$ cat src/rtl/c1_serial_addsub_if.sv
// rtl/c1_serial_addsub_if.sv - start/done request and result bundle for c1_serial_addsub
interface c1_serial_addsub_if #(
  parameter int W = 8
);
  logic         i_start;
  logic         i_sub;
  logic         i_ci;
  logic [W-1:0] i_x;
  logic [W-1:0] i_y;
  logic         o_busy;
  logic         o_done;
  logic [W-1:0] o_z;
  logic         o_ovf;

  modport master (
    output i_start, i_sub, i_ci, i_x, i_y,
    input  o_busy, o_done, o_z, o_ovf
  );

  modport slave (
    input  i_start, i_sub, i_ci, i_x, i_y,
    output o_busy, o_done, o_z, o_ovf
  );
endinterface

$ cat src/rtl/c1_serial_addsub.sv
// rtl/c1_serial_addsub.sv - digit-serial ones'-complement adder/subtractor
// PASS1 forms the raw sum; PASS2 re-runs the same digit adder to fold in the end-around carry.
module c1_serial_addsub #(
  parameter int W         = 8,
  parameter int D         = 2,
  parameter int NORM_ZERO = 0
) (
  input  logic             clk,
  input  logic             rst,
  c1_serial_addsub_if.slave bus
);
  localparam int N  = W / D;
  localparam int CW = (N > 1) ? $clog2(N) : 1;
  localparam logic [CW-1:0] LAST = CW'(N - 1);

  typedef enum logic [1:0] {S_IDLE, S_PASS1, S_PASS2, S_DONE} state_t;

  state_t       r_state;
  state_t       w_next;
  logic [W-1:0] r_xa;
  logic [W-1:0] r_yb;
  logic [W-1:0] r_acc;
  logic [W-1:0] r_z;
  logic         r_ovf;
  logic         r_carry;
  logic         r_xs;
  logic         r_ys;
  logic [CW-1:0] r_cnt;

  logic [D:0]   w_dsum;
  logic [W-1:0] w_acc_next;
  logic [W-1:0] w_z_norm;
  logic         w_ovf;
  logic         w_last;
  logic         w_eac;

  assign w_dsum = {1'b0, r_xa[D-1:0]} + {1'b0, r_yb[D-1:0]} + {{D{1'b0}}, r_carry};
  assign w_eac  = w_dsum[D];
  assign w_last = (r_cnt == LAST);

  generate
    if (W > D) begin : g_shift
      assign w_acc_next = {w_dsum[D-1:0], r_acc[W-1:D]};
    end else begin : g_single
      assign w_acc_next = w_dsum[D-1:0];
    end
  endgenerate

  // Overflow uses the pre-normalisation sign, so negative zero still reports correctly.
  assign w_ovf    = (r_xs == r_ys) && (w_acc_next[W-1] != r_xs);
  assign w_z_norm = ((NORM_ZERO != 0) && (&w_acc_next)) ? '0 : w_acc_next;

  always_ff @(posedge clk) begin
    if (rst) begin
      r_state <= S_IDLE;
    end else begin
      r_state <= w_next;
    end
  end

  always_comb begin
    w_next = r_state;
    case (r_state)
      S_IDLE:  if (bus.i_start) w_next = S_PASS1;
      S_PASS1: if (w_last) w_next = w_eac ? S_PASS2 : S_DONE;
      S_PASS2: if (w_last) w_next = S_DONE;
      S_DONE:  w_next = S_IDLE;
      default: w_next = S_IDLE;
    endcase
  end

  always_ff @(posedge clk) begin
    if (rst) begin
      r_xa    <= '0;
      r_yb    <= '0;
      r_acc   <= '0;
      r_z     <= '0;
      r_ovf   <= 1'b0;
      r_carry <= 1'b0;
      r_xs    <= 1'b0;
      r_ys    <= 1'b0;
      r_cnt   <= '0;
    end else begin
      case (r_state)
        S_IDLE: begin
          if (bus.i_start) begin
            r_xa    <= bus.i_x;
            r_yb    <= bus.i_sub ? ~bus.i_y : bus.i_y;
            r_xs    <= bus.i_x[W-1];
            r_ys    <= bus.i_sub ? ~bus.i_y[W-1] : bus.i_y[W-1];
            r_carry <= bus.i_ci;
            r_acc   <= '0;
            r_cnt   <= '0;
          end
        end
        S_PASS1, S_PASS2: begin
          r_acc   <= w_acc_next;
          r_xa    <= r_xa >> D;
          r_yb    <= r_yb >> D;
          r_carry <= w_eac;
          r_cnt   <= r_cnt + 1'b1;
          if (w_last) begin
            r_cnt <= '0;
            if (r_state == S_PASS1 && w_eac) begin
              // Raw sum becomes the x operand of the second pass; y is zero.
              r_xa    <= w_acc_next;
              r_yb    <= '0;
              r_carry <= 1'b1;
            end else begin
              r_z   <= w_z_norm;
              r_ovf <= w_ovf;
            end
          end
        end
        default: begin
        end
      endcase
    end
  end

  assign bus.o_busy = (r_state == S_PASS1) || (r_state == S_PASS2);
  assign bus.o_done = (r_state == S_DONE);
  assign bus.o_z    = r_z;
  assign bus.o_ovf  = r_ovf;
endmodule

$ cat src/flat_wrapper.sv
// flat-port wrapper written by rule: the top's interface ports become plain ports
module c1_serial_addsub_flat 
#(
  parameter int W         = 8,
  parameter int D         = 2,
  parameter int NORM_ZERO = 0
)
  (clk, rst, bus_i_start, bus_i_sub, bus_i_ci, bus_i_x, bus_i_y, bus_o_busy, bus_o_done, bus_o_z, bus_o_ovf);
  c1_serial_addsub_if #(.W(W)) bus_i ();
  input  logic clk;
  input  logic rst;
  input wire logic [$bits(bus_i.i_start)-1:0] bus_i_start;
  input wire logic [$bits(bus_i.i_sub)-1:0] bus_i_sub;
  input wire logic [$bits(bus_i.i_ci)-1:0] bus_i_ci;
  input wire logic [$bits(bus_i.i_x)-1:0] bus_i_x;
  input wire logic [$bits(bus_i.i_y)-1:0] bus_i_y;
  output wire logic [$bits(bus_i.o_busy)-1:0] bus_o_busy;
  output wire logic [$bits(bus_i.o_done)-1:0] bus_o_done;
  output wire logic [$bits(bus_i.o_z)-1:0] bus_o_z;
  output wire logic [$bits(bus_i.o_ovf)-1:0] bus_o_ovf;
  assign bus_i.i_start = bus_i_start;
  assign bus_i.i_sub = bus_i_sub;
  assign bus_i.i_ci = bus_i_ci;
  assign bus_i.i_x = bus_i_x;
  assign bus_i.i_y = bus_i_y;
  assign bus_o_busy = bus_i.o_busy;
  assign bus_o_done = bus_i.o_done;
  assign bus_o_z = bus_i.o_z;
  assign bus_o_ovf = bus_i.o_ovf;
  c1_serial_addsub #(.W(W), .D(D), .NORM_ZERO(NORM_ZERO)) u_core (.clk(clk), .rst(rst), .bus(bus_i));
endmodule
$ cat config.mk
export PLATFORM = sky130hd
export DESIGN_NAME = c1_serial_addsub_flat
export DESIGN_NICKNAME = d
export VERILOG_FILES = /design/src/rtl/c1_serial_addsub_if.sv /design/src/rtl/c1_serial_addsub.sv /design/src/flat_wrapper.sv
export SDC_FILE = /design/constraint.sdc
export NUM_CORES = 1
export LEC_CHECK = 0
export BUFFER_PORTS_ARGS = -buffer_cell sky130_fd_sc_hd__buf_2
export CORE_MARGIN = 1
export CORE_UTILIZATION = 55
export CTS_CLUSTER_DIAMETER = 40
export CTS_CLUSTER_SIZE = 8
export DETAILED_ROUTE_END_ITERATION = 12
export HOLD_SLACK_MARGIN = 0.08
export PLACE_DENSITY = 0.78
export SYNTH_ARGS = -nofsm -noshare
export SYNTH_HDL_FRONTEND = slang
export SYNTH_SLANG_ARGS = --single-unit
$ cat constraint.sdc
create_clock -name clk -period 3.81 [get_ports clk]
set_clock_uncertainty 0.1 [all_clocks]
set_input_delay 0.5715 -clock clk [delete_from_list [all_inputs] [get_ports clk]]
set_output_delay 0.5715 -clock clk [all_outputs]
set_load 0.005 [all_outputs]
==> results_dict.tcl, run 1 <==
set metrics [dict create \
    status "finished clean" \
    cts_resized 0 \
    ys_warn_count 0 \
    clk_path_buf_depth 2 \
    drc_errors 0 \
    max_slew_margin_pct 49.7 \
    end_kind "output port" \
    crit_type "reg2out" \
    dp_cells 282 \
    seq_area_frac_synth_pct 38.7 \
    dpl.hpwl_mm 2.79 \
    final.setup.worst_slack_ps 1350 \
    hold_class "reg2reg" \
    clk-insertion-delay-late_ps 360 \
    synth_cells 224 \
    tightest_slew_ps 754 \
    leakage_nw 0.860 \
    cts.sinks 38 \
    grt_overflow_total 0 \
    final_cells 290 \
    wl_mm 4.22 \
    stdcell_area_um2 2150 \
    ant_nets 0 \
    fp-row-count 21 \
    path_max_fanout 21 \
    ios 32 \
    p_per_area_nw_per_um2 740 \
    startpoint_type "register" \
    cts-root-buf "clkbuf_4" \
    clk_pin_slew_ps 120 \
    grt_antenna_before_repair 0 \
    num_vias 1711 \
    cp_slowest_stage_delay_ps 690 \
    setup_viol 0 \
    power_mw 1.59 \
    grtUsageMet1_pct 34.7 \
    die_area_um2 3810 \
    ys_ff_latch 38 \
    fp.dieH_um 61.8 \
    grt_max_degree 46 \
    syn_area_um2 1960 \
    pre_cts_slack_ps 1440 \
    hold_buffers 0 \
    yosysUniqueCellTypes 41 \
    crit_chain "inv_1, ha_1, buf_2" \
    cts_tree "built" \
    tns_ps 0 \
    fin_crit_sh_pct 64.5 \
    core_um2 3390 \
    dieWidth_um 61.8 \
    drive_above_1_share_pct 18.4 \
    ys_async_sr_fraction_pct 0 \
    synth.avg_cell_area_um2 8.77 \
    grt_pass1_wl_mm 6.69 \
    n_antenna_cell 0 \
    detail_route.vias_per_cell 5.90 \
    hold_ws_ps 363 \
    busiest_layer "met1" \
    regArea_um2 761 \
    slowest_stage "ha_1" \
    multi_input_area_um2 1070 \
    drtIter0Drc 120 \
    clock.fmax_mhz 407 \
    peakVddDrop_mv 0.359 \
    grt_pass1_vias 1462 \
    final_util_pct 63.5 \
    h-tree-depth 2 \
    arrival_ps 1790 \
    gp_congestion 0.801 \
    cts_made_buffers 5 \
    crit_required_ps 3140 \
    port_buffers 31 \
    syn_nets 252 \
    globalRouteMet3Util_pct 5.80 \
    synth-edff-count 0 \
    firstDrtPassIters 4 \
    cts_setup_buffers 0 \
    finalCriticalPeriod_ps 2460 \
    wire_per_inst_um 14.5 \
    grtUsageMet2_pct 33.5 \
    nNetsFinal 271 \
    grt_setup_unrepaired "no" \
    hold_violations 0 \
    maxCapViolations 0 \
    synthFlopType "dfxtp_1" \
    finalMaxSlewViolations 0 \
    initial_core_util_pct 58.0 \
    n_fill_cell 334 \
    place_area_um2 2080 \
    syn_to_final_growth_pct 9.62 \
    grt_use_total_pct 24.1 \
]
[synthesized netlist by cell type (2+ instances only)]
cell type	count	area, um^2
a211oi_1	2	15.0
a21o_1	7	52.6
a21oi_1	14	70.1
a221oi_1	6	52.6
a311oi_1	6	52.6
a31oi_1	3	18.8
a32oi_1	7	61.3
and2_1	8	50.1
and3_1	2	12.5
buf_2	9	45.0
buf_4	3	22.5
buf_6	2	22.5
clkbuf_1	7	26.3
dfxtp_1	38	761
fa_1	2	40.0
ha_1	5	62.6
inv_1	3	11.3
mux2i_1	2	20.0
nand2_1	9	33.8
nand2b_1	2	12.5
nand3_1	18	90.1
nand3b_1	7	52.6
nand4_1	2	12.5
nor2_1	21	78.8
nor2b_1	2	12.5
o21ai_0	10	50.1
o41ai_1	6	52.6
or3_1	2	12.5
xnor2_1	6	52.6
xor2_1	2	17.5
[power breakdown]
part	total, mW	internal (mW)	switching, mW
Combinational	0.732	0.297	0.434
Clock	0.275	0.136	0.140
Sequential	0.586	0.507	0.0792
Total	1.59	0.940	0.653
[cell type report]
cell class | count | share of cell area (%)
Tap cell | 46 | 2.67
Clock inverter | 3 | 1.86
Clock buffer | 5 | 1.74
Multi-Input combinational cell | 161 | 49.8
Sequential cell | 38 | 35.3
Timing Repair Buffer | 33 | 7.90
Inverter | 4 | 0.697
[worst max-delay path: cells and delay by family (launching register included)]
family | cells | cell delay [ps]
adders and majority gates | 1 | 690
DFF | 1 | 420
buffers and inverters | 2 | 310
[routing by layer]
metal | up-vias | part of all wire, %
met1 | 777 | 48
met2 | 63 | 43
met4 | 0 | 2.3
li1 | 859 | -
met3 | 12 | 6.3
met5 | - | 0
[final timing paths]
path / cells past startpoint / slack, ps / to / startpoint
hold / removal: 2 / 360 / u_core.r_yb[6]$_SDFFE_PP0P_ / u_core.r_yb[6]$_SDFFE_PP0P_
setup / recovery: 3 / 1350 / bus_o_busy / u_core.r_state[1]$_SDFFE_PP0P_
hold reg to reg: 2 / 360 / u_core.r_yb[6]$_SDFFE_PP0P_ / u_core.r_yb[6]$_SDFFE_PP0P_
setup reg to reg: 5 / 1410 / u_core.r_xa[3]$_SDFFE_PP0P_ / u_core.r_carry$_SDFFE_PP0P_
[placed cells by master (no fill, tap or decap), types with 3 or more instances in the layout]
cell,synthesis,layout
dfxtp_1,38,38
buf_2,9,31
nor2_1,21,21
nand3_1,18,18
a21oi_1,14,14
o21ai_0,10,10
nand2_1,9,9
and2_1,8,8
a21o_1,7,7
nand3b_1,7,7
a32oi_1,7,7
xnor2_1,6,6
a311oi_1,6,6
a221oi_1,6,6
o41ai_1,6,6
ha_1,5,5
clkbuf_4,0,5
inv_1,3,3
a31oi_1,3,3
[sequential cells by signal, indices dropped and copies added, names as in the netlist]
signal and cells:
u_core.r_state 2, u_core.r_ys 1, u_core.r_xs 1, u_core.r_acc 6
u_core.r_carry 1, u_core.r_yb 8, u_core.r_cnt 2, u_core.bus.o_z 8
u_core.r_xa 8, u_core.bus.o_ovf 1
[cell families (layout without fill, tap and decap cells)]
| family | count (synthesis) | after routing | synth area share (%) |
|---|---|---|---|
| flip-flops | 38 | 38 | 38.7 |
| AO/OA/AOI/OAI | 64 | 64 | 23.0 |
| multiplexers | 3 | 3 | 1.59 |
| AND/OR/NAND/NOR | 79 | 79 | 21.2 |
| XOR/XNOR | 8 | 8 | 3.57 |
| adder cells (fa/ha/maj) | 7 | 7 | 5.22 |
| buffers and inverters | 25 | 45 | 6.69 |
(Power assumes the default switching activity.)
==> inputs of run 2 (changes only) <==
--- a/config.mk
+++ b/config.mk
@@ -5,6 +5,7 @@
 export SDC_FILE = /design/constraint.sdc
 export NUM_CORES = 1
 export LEC_CHECK = 0
+export ABC_AREA = 1
 export BUFFER_PORTS_ARGS = -buffer_cell sky130_fd_sc_hd__buf_2
 export CORE_MARGIN = 1
 export CORE_UTILIZATION = 55
==> constraint.sdc (replaced) <==
create_clock -name clk -period 2.4 [get_ports clk]
set_clock_uncertainty 0.1 [all_clocks]
set_input_delay 0.36 -clock clk [delete_from_list [all_inputs] [get_ports clk]]
set_output_delay 0.36 -clock clk [all_outputs]
set_load 0.005 [all_outputs]
==> run 2 against run 1 <==
- clock power up 69%
- final cell count grew 27%
- synthesized cell count increased by 30%
- combinational power grew 48%
- sequential power increased by 56%
- sequential cell count did not move
- largest power group unchanged
- highest routed layer unchanged
==> results_dict.tcl, run 2 <==
set metrics [dict create \
    syn_to_final_growth_pct 10.6 \
    rrSetupSlack_ps 270 \
    arrival_ps 2260 \
    yosysMostFrequentCell "nand2_1" \
    final_common_cell "nand2_1" \
    r2r_cells 7 \
    firstDrtPassIters 5 \
    crit_required_ps 2530 \
    grt_setup_unrepaired "no" \
    synth.avg_cell_area_um2 7.10 \
    initial_core_util_pct 59.7 \
    dp_cells 359 \
    port_buffers 31 \
    synthTopCellsByArea "dfxtp_1, nand3_1, nand2_1" \
    drive_above_1_share_pct 23.1 \
    cts.sinks 38 \
    rr_endpoint "u_core.bus.o_z[3]$_SDFFE_PP0P_" \
    fp.dieH_um 63.4 \
    ios 32 \
    cts_made_buffers 5 \
    clk-insertion-delay-late_ps 300 \
    synth_cells 292 \
    finalMaxSlewViolations 0 \
    peakVddDrop_mv 0.681 \
    ant_nets 0 \
    syn_area_um2 2070 \
    path_max_fanout 17 \
    dpl.hpwl_mm 2.99 \
    max_slew_margin_pct 51.5 \
    num_vias 1873 \
    clk_pin_slew_ps 80 \
    ys_async_sr_fraction_pct 0 \
    wl_mm 4.33 \
    maxCapViolations 0 \
    status "finished clean" \
    gp_congestion 0.830 \
    drc_errors 0 \
    synth-edff-count 0 \
    grt_max_degree 26 \
    end_kind "register" \
    cts_setup_buffers 0 \
    clk_path_buf_depth 2 \
    nNetsFinal 348 \
    die_area_um2 4020 \
    startpoint_type "register" \
    p_comb_share_pct 44.0 \
    syn_nets 320 \
    fin_crit_sh_pct 88.6 \
    p_seq_share_pct 37.2 \
    r2r-start "u_core.r_carry$_SDFFE_PP0P_" \
    synth_top_cell_by_area "dfxtp_1" \
    hold_violations 0 \
    seq_area_frac_synth_pct 36.7 \
    n_antenna_cell 0 \
    grt_use_total_pct 24.6 \
    cts-root-buf "clkbuf_8" \
    fp-row-count 21 \
    clock.fmax_mhz 470 \
    detail_route.vias_per_cell 5.10 \
    pwr-share-clk_pct 18.8 \
    grt_antenna_before_repair 0 \
    cts_resized 0 \
    hold_buffers 0 \
    tightest_slew_ps 727 \
    p_sw_mw 1.04 \
    p_per_area_nw_per_um2 1080 \
    yosys.area.top_type_share_pct 36.7 \
    ys_warn_count 0 \
    yosys-top-cells-count "nand2_1, inv_1, dfxtp_1" \
    h-tree-depth 2 \
    layout_common_cells "nand2_1, inv_1, dfxtp_1, nand3_1, nor2_1" \
    final_cells 367 \
    setup_viol 0 \
    internal_power_mw 1.42 \
    min_path_cells 3 \
    wire_per_inst_um 11.8 \
    leakage_nw 1.11 \
    grt_pass1_wl_mm 7.71 \
    tns_ps 0 \
    holdPathEnd "u_core.r_xs$_SDFFE_PP0P_" \
    grt_pass1_vias 1768 \
    finalCriticalPeriod_ps 2130 \
    dieWidth_um 63.4 \
    synthFlopType "dfxtp_1" \
    grt_overflow_total 0 \
    worstHoldStart "bus_i_x[7]" \
    drtIter0Drc 86 \
    core_um2 3470 \
    p_sw_share_pct 42.3 \
    cts_tree "built" \
    crit_type "reg2reg" \
    yosysUniqueCellTypes 26 \
    ys_ff_latch 38 \
    hold_class "in2reg" \
]
==> run 2: worst max-delay path by stage <==
| stage | slack [ps] | from | endpoint | cells after the start |
|---|---|---|---|---|
| after floorplan | 520 | u_core.r_carry$_SDFFE_PP0P_ | u_core.bus.o_z[5]$_SDFFE_PP0P_ | 8 |
| after global placement | 330 | u_core.r_carry$_SDFFE_PP0P_ | u_core.bus.o_z[2]$_SDFFE_PP0P_ | 7 |
| after detailed placement | 280 | u_core.r_carry$_SDFFE_PP0P_ | u_core.bus.o_z[2]$_SDFFE_PP0P_ | 7 |
| after CTS | 250 | u_core.r_carry$_SDFFE_PP0P_ | u_core.bus.o_z[2]$_SDFFE_PP0P_ | 7 |
| after global routing | 60 | u_core.r_carry$_SDFFE_PP0P_ | u_core.bus.o_ovf$_SDFFE_PP0P_ | 7 |
| final | 270 | u_core.r_carry$_SDFFE_PP0P_ | u_core.bus.o_z[3]$_SDFFE_PP0P_ | 7 |
==> run 2: critical path, stage by stage (launching register included) <==
cell	delay, ps
dfxtp_1	330
fa_1	440
fa_1	430
nand2_1	100
inv_1	70
nor2_4	300
o21ai_0	140
a21oi_1	160
==> run 2: area by class of cell <==
type	instances	area (um^2)
timing repair buffer	34	178
clock buffer	6	82.6
multi-input combinational	195	1020
inverter	46	175
clock inverter	2	12.5
fill	339	1180
sequential	38	761
tap	46	57.6
==> run 2: power groups by stage <==
stage               Sequential (mW)  Clock [mW]  Combinational (mW)
floorplan                     0.900           0               0.927
global placement              0.921           0                1.06
detailed placement            0.926           0                1.07
CTS                           0.915       0.469                1.08
global route                  0.942       0.495                1.24
finish                        0.915       0.464                1.08
==> run 2: logic make-up after synthesis <==
group,after synthesis,share of synthesized area (%)
AO/OA/AOI/OAI,55,15.3
adder cells (fa/ha/maj),7,4.95
buffers and inverters,59,13.8
flip-flops,38,36.7
AND/OR/NAND/NOR,133,29.2
==> run 2: routing by layer <==
| metal | part of all wire [%] | vias up | global-route usage (%) |
|---|---|---|---|
| met5 | 0 | - | 0 |
| met4 | 1.5 | 0 | 11.1 |
| met3 | 5.4 | 6 | 5.25 |
| met2 | 48 | 54 | 41.6 |
| met1 | 45 | 837 | 29.6 |
| li1 | - | 976 | - |
==> run 2: metrics by stage <==
step	worst slack [ps]	utilization, %	hold slack (ps)	instance area [um^2]	total power [mW]
3_3_place_gp	333	63.3	356	2200	1.98
6_report	274	66.1	276	2290	2.46
5_1_grt	63.2	66.1	297	2290	2.68
2_1_floorplan	521	-	322	2070	1.83
3_5_place_dp	277	63.3	360	2200	2.00
4_1_cts	249	66.1	269	2290	2.47
